`src/rtl/sipo_frame_receiver.sv`:
```
// sipo_frame_receiver: LSB-first serial-to-parallel word receiver.
// A frame opens on a bit_valid bit that carries start and closes after Nbits
// accepted bits. Each completed word goes to a one-entry output register with
// a valid/ready handshake. Dropped words set a sticky overrun flag.
module sipo_frame_receiver #(
  parameter int Nbits = 8
) (
  input  logic                     clk,
  input  logic                     clr,
  input  logic                     serial_in,
  input  logic                     bit_valid,
  input  logic                     start,
  input  logic                     data_ready,
  output logic [Nbits-1:0]         data_out,
  output logic                     data_valid,
  output logic                     overrun,
  output logic                     busy,
  output logic [$clog2(Nbits)-1:0] bit_count
);

  localparam int CW = $clog2(Nbits);
  localparam logic [CW-1:0] LAST_BIT = CW'(Nbits - 1);

  typedef enum logic {
    IDLE = 1'b0,
    RECV = 1'b1
  } state_t;

  state_t           state_q;
  state_t           state_d;
  logic [Nbits-1:0] shift_reg;
  logic [Nbits-1:0] shift_next;
  logic             take_bit;
  logic             word_done;

  // New bits enter at the MSB, so the first bit of a frame reaches bit 0 after Nbits shifts.
  assign shift_next = {serial_in, shift_reg[Nbits-1:1]};

  // State register.
  always_ff @(posedge clk) begin
    // NOTE: sequential state uses non-blocking assignments only. Every flop
    // then samples the values from before the edge, whatever the block order is.
    if (clr) state_q <= IDLE;
    else     state_q <= state_d;
  end

  // Next-state logic. A start bit opens or re-syncs a frame. The last bit closes the frame.
  always_comb begin
    // NOTE: the default assignment comes first. Paths that do not assign the
    // signal then keep this value, and no latch is inferred.
    state_d = state_q;
    unique case (state_q)
      IDLE: if (bit_valid && start) state_d = RECV;
      RECV: if (bit_valid && !start && bit_count == LAST_BIT) state_d = IDLE;
      default: state_d = IDLE;
    endcase
  end

  // Output and control decode from the current state.
  always_comb begin
    busy      = (state_q == RECV);
    take_bit  = bit_valid && (start || state_q == RECV);
    word_done = (state_q == RECV) && bit_valid && !start && (bit_count == LAST_BIT);
  end

  // Datapath: the shift register and the bit counter.
  always_ff @(posedge clk) begin
    if (clr) begin
      shift_reg <= '0;
      bit_count <= '0;
    end else if (take_bit) begin
      shift_reg <= shift_next;
      if (start)          bit_count <= CW'(1);
      else if (word_done) bit_count <= '0;
      else                bit_count <= bit_count + CW'(1);
    end
  end

  // Output stage. A word completes into an empty or draining slot, otherwise it is
  // dropped and overrun is set. Without a completion, a consumer handshake empties the slot.
  always_ff @(posedge clk) begin
    if (clr) begin
      data_out   <= '0;
      data_valid <= 1'b0;
      overrun    <= 1'b0;
    end else if (word_done) begin
      if (!data_valid || data_ready) begin
        data_out   <= shift_next;
        data_valid <= 1'b1;
      end else begin
        overrun <= 1'b1;
      end
    end else if (data_valid && data_ready) begin
      data_valid <= 1'b0;
    end
  end

endmodule

```
`config.mk`:
```
export PLATFORM = sky130hd
export DESIGN_NAME = sipo_frame_receiver
export DESIGN_NICKNAME = d
export VERILOG_FILES = /design/src/rtl/sipo_frame_receiver.sv
export SDC_FILE = /design/constraint.sdc
export NUM_CORES = 1
export LEC_CHECK = 0
export CAP_MARGIN = 20
export CORE_ASPECT_RATIO = 1.4
export CORE_MARGIN = 2
export CORE_UTILIZATION = 42
export CTS_BUF_LIST = sky130_fd_sc_hd__clkbuf_4 sky130_fd_sc_hd__clkbuf_8
export CTS_CLUSTER_SIZE = 25
export DETAILED_ROUTE_END_ITERATION = 10
export PLACE_DENSITY = 0.69
export SYNTH_ARGS = -nofsm -noshare
export SYNTH_HDL_FRONTEND = slang
export SYNTH_SLANG_ARGS = --single-unit
```
`constraint.sdc`:
```
create_clock -name clk -period 1.7 [get_ports clk]
set_clock_uncertainty 0.15 [all_clocks]
set_input_delay 0.17 -clock clk [delete_from_list [all_inputs] [get_ports clk]]
set_output_delay 0.17 -clock clk [all_outputs]
set_load 0.005 [all_outputs]
```
# --- Word-level counts from Yosys, hierarchy flattened ---
# Cells that the tools add are included.
# W data, S select, Z words.
op_classes:
  mux: 8
  n_reduce_logical: 16
  bitwise_logic: 2
  n_addsub: 1
  n_eq_ne: 2
ops:
  columns: ["op", "n"]
  rows:
  - ["$logic_and A1 B1 Y1", 8]
  - ["$mux W3", 2]
  - ["$reduce_and A2 Y1", 3]
  - ["$mux W1", 5]
  - ["$add A3 B1 Y3 const B", 1]
  - ["$eq A3 B3 Y1 const B", 1]
  - ["$logic_not A1 Y1", 2]
  - ["$logic_or A1 B1 Y1", 2]
  - ["$ne A2 B1 Y1 const B", 1]
  - ["$not A1 Y1", 2]
  - ["$pmux W1 S2", 1]
  - ["$reduce_bool A2 Y1", 1]
totals:
  ff_bits: 22
  in_bits: 6
  word_cells: 35

# --- Logic depth before layout (Yosys ltp) ---
depth:
  depth_word: 5
  mapped_depth: 5
  depth_no_buf: 5

# --- Least setup slack after synthesis ---
# No wires, ideal clock.
synth_path:
  path_type: "flip-flop to flip-flop"
  from: "register bit_count[0]"
  to: "register data_out[0]"
  stages_incl_launch_ff: 6
  required_ns: 1.478
  setup_slack_ns: 0.183
  n_path_buf: 0
  arrival_time_ns: 1.296
  synth_period_minus_slack_ns: 1.517
  setup_time_ns: 0.072
  cell_sequence: "dfxtp_1 -> ha_1 -> ha_1 -> nand4b_4 -> nor2_8 -> mux2i_1"
synth_between:
  elab_chain_len: 3
synth_lines:
  columns: ["element", "line_no", "rtl"]
  rows:
  - ["start: declaration", "18", "output logic [$clog2(Nbits)-1:0] bit_count"]
  - ["start signal: assignment", "75", "else bit_count <= bit_count + CW'(1);"]
  - ["$eq A3 B3 Y1", "63", "word_done = (state_q == RECV) && bit_valid && !start && (bit_count == LAST_BIT);"]
  - ["$logic_and A1 B1 Y1", "63", null]
  - ["$reduce_and A2 Y1 (no line)", null, null]
  - ["end signal: assignment", "88", "data_out <= shift_next;"]
  - ["end: declaration", "14", "output logic [Nbits-1:0] data_out,"]
# Every way passes these cells.
# A chain may end at the register's enable or synchronous reset.

# --- Final worst setup path ---
layout_path:
  from: "register state_q, in the netlist busy"
  to: "output port busy"
layout_rtl:
  columns: ["element", "line_no", "rtl"]
  rows:
  - ["start: declaration", "29", "state_t state_q;"]
  - ["start signal: assignment", "44", "else state_q <= state_d;"]
  - ["end: declaration", "17", "output logic busy,"]
# No word-level cell between the ends.

==> metrics.yaml <==
outcome: "complete, no violations"
grt_setup_unrepaired: "false"
clockBufferDepth: 2
ys_seq_area_share_pct: 47.52
fmax_mhz: 648.3
fin_crit_sh_pct: 90.73
path_buf_inv: 1
drv_slew: 0
cp-start-kind: "register"
synthXorXnorAreaFrac_pct: 0
p_per_area_mw_per_mm2: 702.7
port_buffers: 19
dp_cells: 134
synthCells: 93
nNetsFinal: 126
core_mm2: 0.001973
drive_gt1_share_pct: 11.11
num_rows: 19
via_per_inst: 4.848
p_seq_share_pct: 61.8
synth_top_family_by_area: "simple AND/OR/NAND/NOR gates"
crit_fanout: 6
hold_violations: 0
grt_usage_pct: 13.14
synth_area_um2: 884.6
dieArea_mm2: 0.002494
crit_chain: "clkdlybuf4s50_1"
power_frac_comb_pct: 8.5
synthMuxAreaShare_pct: 9.052
antenna_found_initial: 0
grt_pass1_vias: 609
p_int_mw: 0.6443
drv_cap: 0
synth_top_area_share_pct: 47.52
area_growth_pct: 31.40
grt_first_pass_wirelength_mm: 2.497
largest_reg_flops: 8
critical-path-top-delay-family: "buffers and inverters"
first_pass_iters: 4
ant_nets: 0
diodes: 0
setup_tns_ps: 0
net-switching-power_mw: 0.1725
cpPeakStageDelay_ps: 520
setup_viol: 0
cts_htree_levels: 1
required_ps: 1380
dp_hpwl_mm: 1.085
wl_per_cell_um: 10.87
num_vias: 669
synth_ff_type: "dfxtp_1"
clock_latency_ps: 290
cts-buffers-inserted: 3
chipWidth_um: 42.79
synth_common_cells: "21 x dfxtp_1, 17 x nand2b_1, 16 x nand2_1"
yosys.area.top_type: "dfxtp_1"
peakVddDrop_v: 0.0005166
synth_simple_gate_area_share_pct: 28.29
synth_fa_ha_area_share_pct: 2.829
die_h_um: 58.30
p_leak_nw: 0.4138
hold_path.class: "in -> reg"
place_congestion: 0.7173
clkSlewWorstSetupHoldPaths_ps: 100
ctsRootBufferMaster: "clkbuf_4"
overflow: 0
synth_compound_area_share_pct: 10.47
drc: 0
yosysWarnings: 0
cts.sinks: 21
swShare_pct: 21.12
synth_edf_count: 0
synth_cell_types: 20
crit_slowest_cell: "clkdlybuf4s50_1"
synth.most_common_cell: "dfxtp_1"
async_flop_share_pct: 0
slew_headroom_pct: 82.90
ys_seq_elements: 21
worstSetupPathType: "reg -> out"
io_pins: 20
start_util_pct: 44.83
finalNonFillerCells: 138
power.share.clock_pct: 29.7
grt_max_degree: 30
synth_nets: 101
syn_avg_cell_area_um2: 9.512
period_needed_ps: 1542
cts_setup_buffers: 0
initialDrtViolationCount: 7
wl_mm: 1.500
worstPathArrival_ps: 1220
tightest_slew_ps: 255.7
synthTopCellsByArea: "dfxtp_1 48%, nand2b_1 12%, mux2i_1 9.1%, nand2_1 6.8%, a21oi_1 5.1%"
end_kind: "output port"
tritoncts: "done"
## per-stage QoR
stage	hold slack [ps]	cell area [µm²]	setup slack, ps	total power, mW	utilization, %
3_5_place_dp	298.6	1131	81.50	0.5860	57.32
4_1_cts	293.2	1161	37.64	0.8337	58.85
5_1_grt	313.3	1162	22.13	0.8581	58.91
3_3_place_gp	296.2	1131	87.88	0.5850	57.32
2_1_floorplan	156.0	884.6	182.8	0.5470	-
6_report	305.5	1162	157.6	0.8168	58.91
## placed cells by master (no fill, tap or decap), types with 2 or more instances in the layout
cell type and n:
a22oi_1 2, dfxtp_1 20, ha_1 2, clkbuf_4 4, a21oi_1 9, clkdlybuf4s50_1 19, buf_4 3, mux2i_1 8
nand2b_1 17, nor2_1 5, nand2_1 16
## power by group through the flow
stage | logic (mW) | clock network, mW | registers [mW]
after global placement | 0.0695 | 0 | 0.516
final | 0.0696 | 0.243 | 0.505
after detailed placement | 0.0707 | 0 | 0.515
after global routing | 0.0769 | 0.275 | 0.506
after CTS | 0.0710 | 0.258 | 0.505
after floorplan | 0.0320 | 0 | 0.515
## path summary, 6_finish.rpt
check | cells after the start | end | from | slack, ps
setup / recovery | 1 | busy | busy | 160
hold / removal | 3 | shift_reg[7] | serial_in | 310
setup reg to reg | 5 | data_out[5] | bit_count[0] | 160
hold reg to reg | 2 | shift_reg[1] | shift_reg[1] | 310
## area by class of cell
class                           instances  area (µm²)
Clock buffer                            4       30.03
Fill cell                             184       810.8
Inverter                                1       3.754
Multi-Input combinational cell         68       447.9
Sequential cell                        21       421.7
Tap cell                               21       26.28
Timing Repair Buffer                   23       232.7
## repair_timing
item	CTS	global route
hold buffers	0	0
endpoints found under the setup margin	0	2
resized for setup	0	1
hold endpoints to repair	0	0
## logic make-up (layout without fill, tap and decap cells)
group           Yosys count  in the layout
compound gates           15             15
fa+ha+maj                 2              2
buf+inv                   4             28
flops                    21             21
mux                       8              8
simple gates             43             43
## metal layers
layer	share of wire, %	track usage [%]	vias up
met5	0	0	-
met4	0.87	8.036	0
met3	3.4	1.840	2
met2	48	20.13	12
met1	47	17.42	296
li1	-	-	359
No activity file was read; power rests on OpenSTA's default activity.
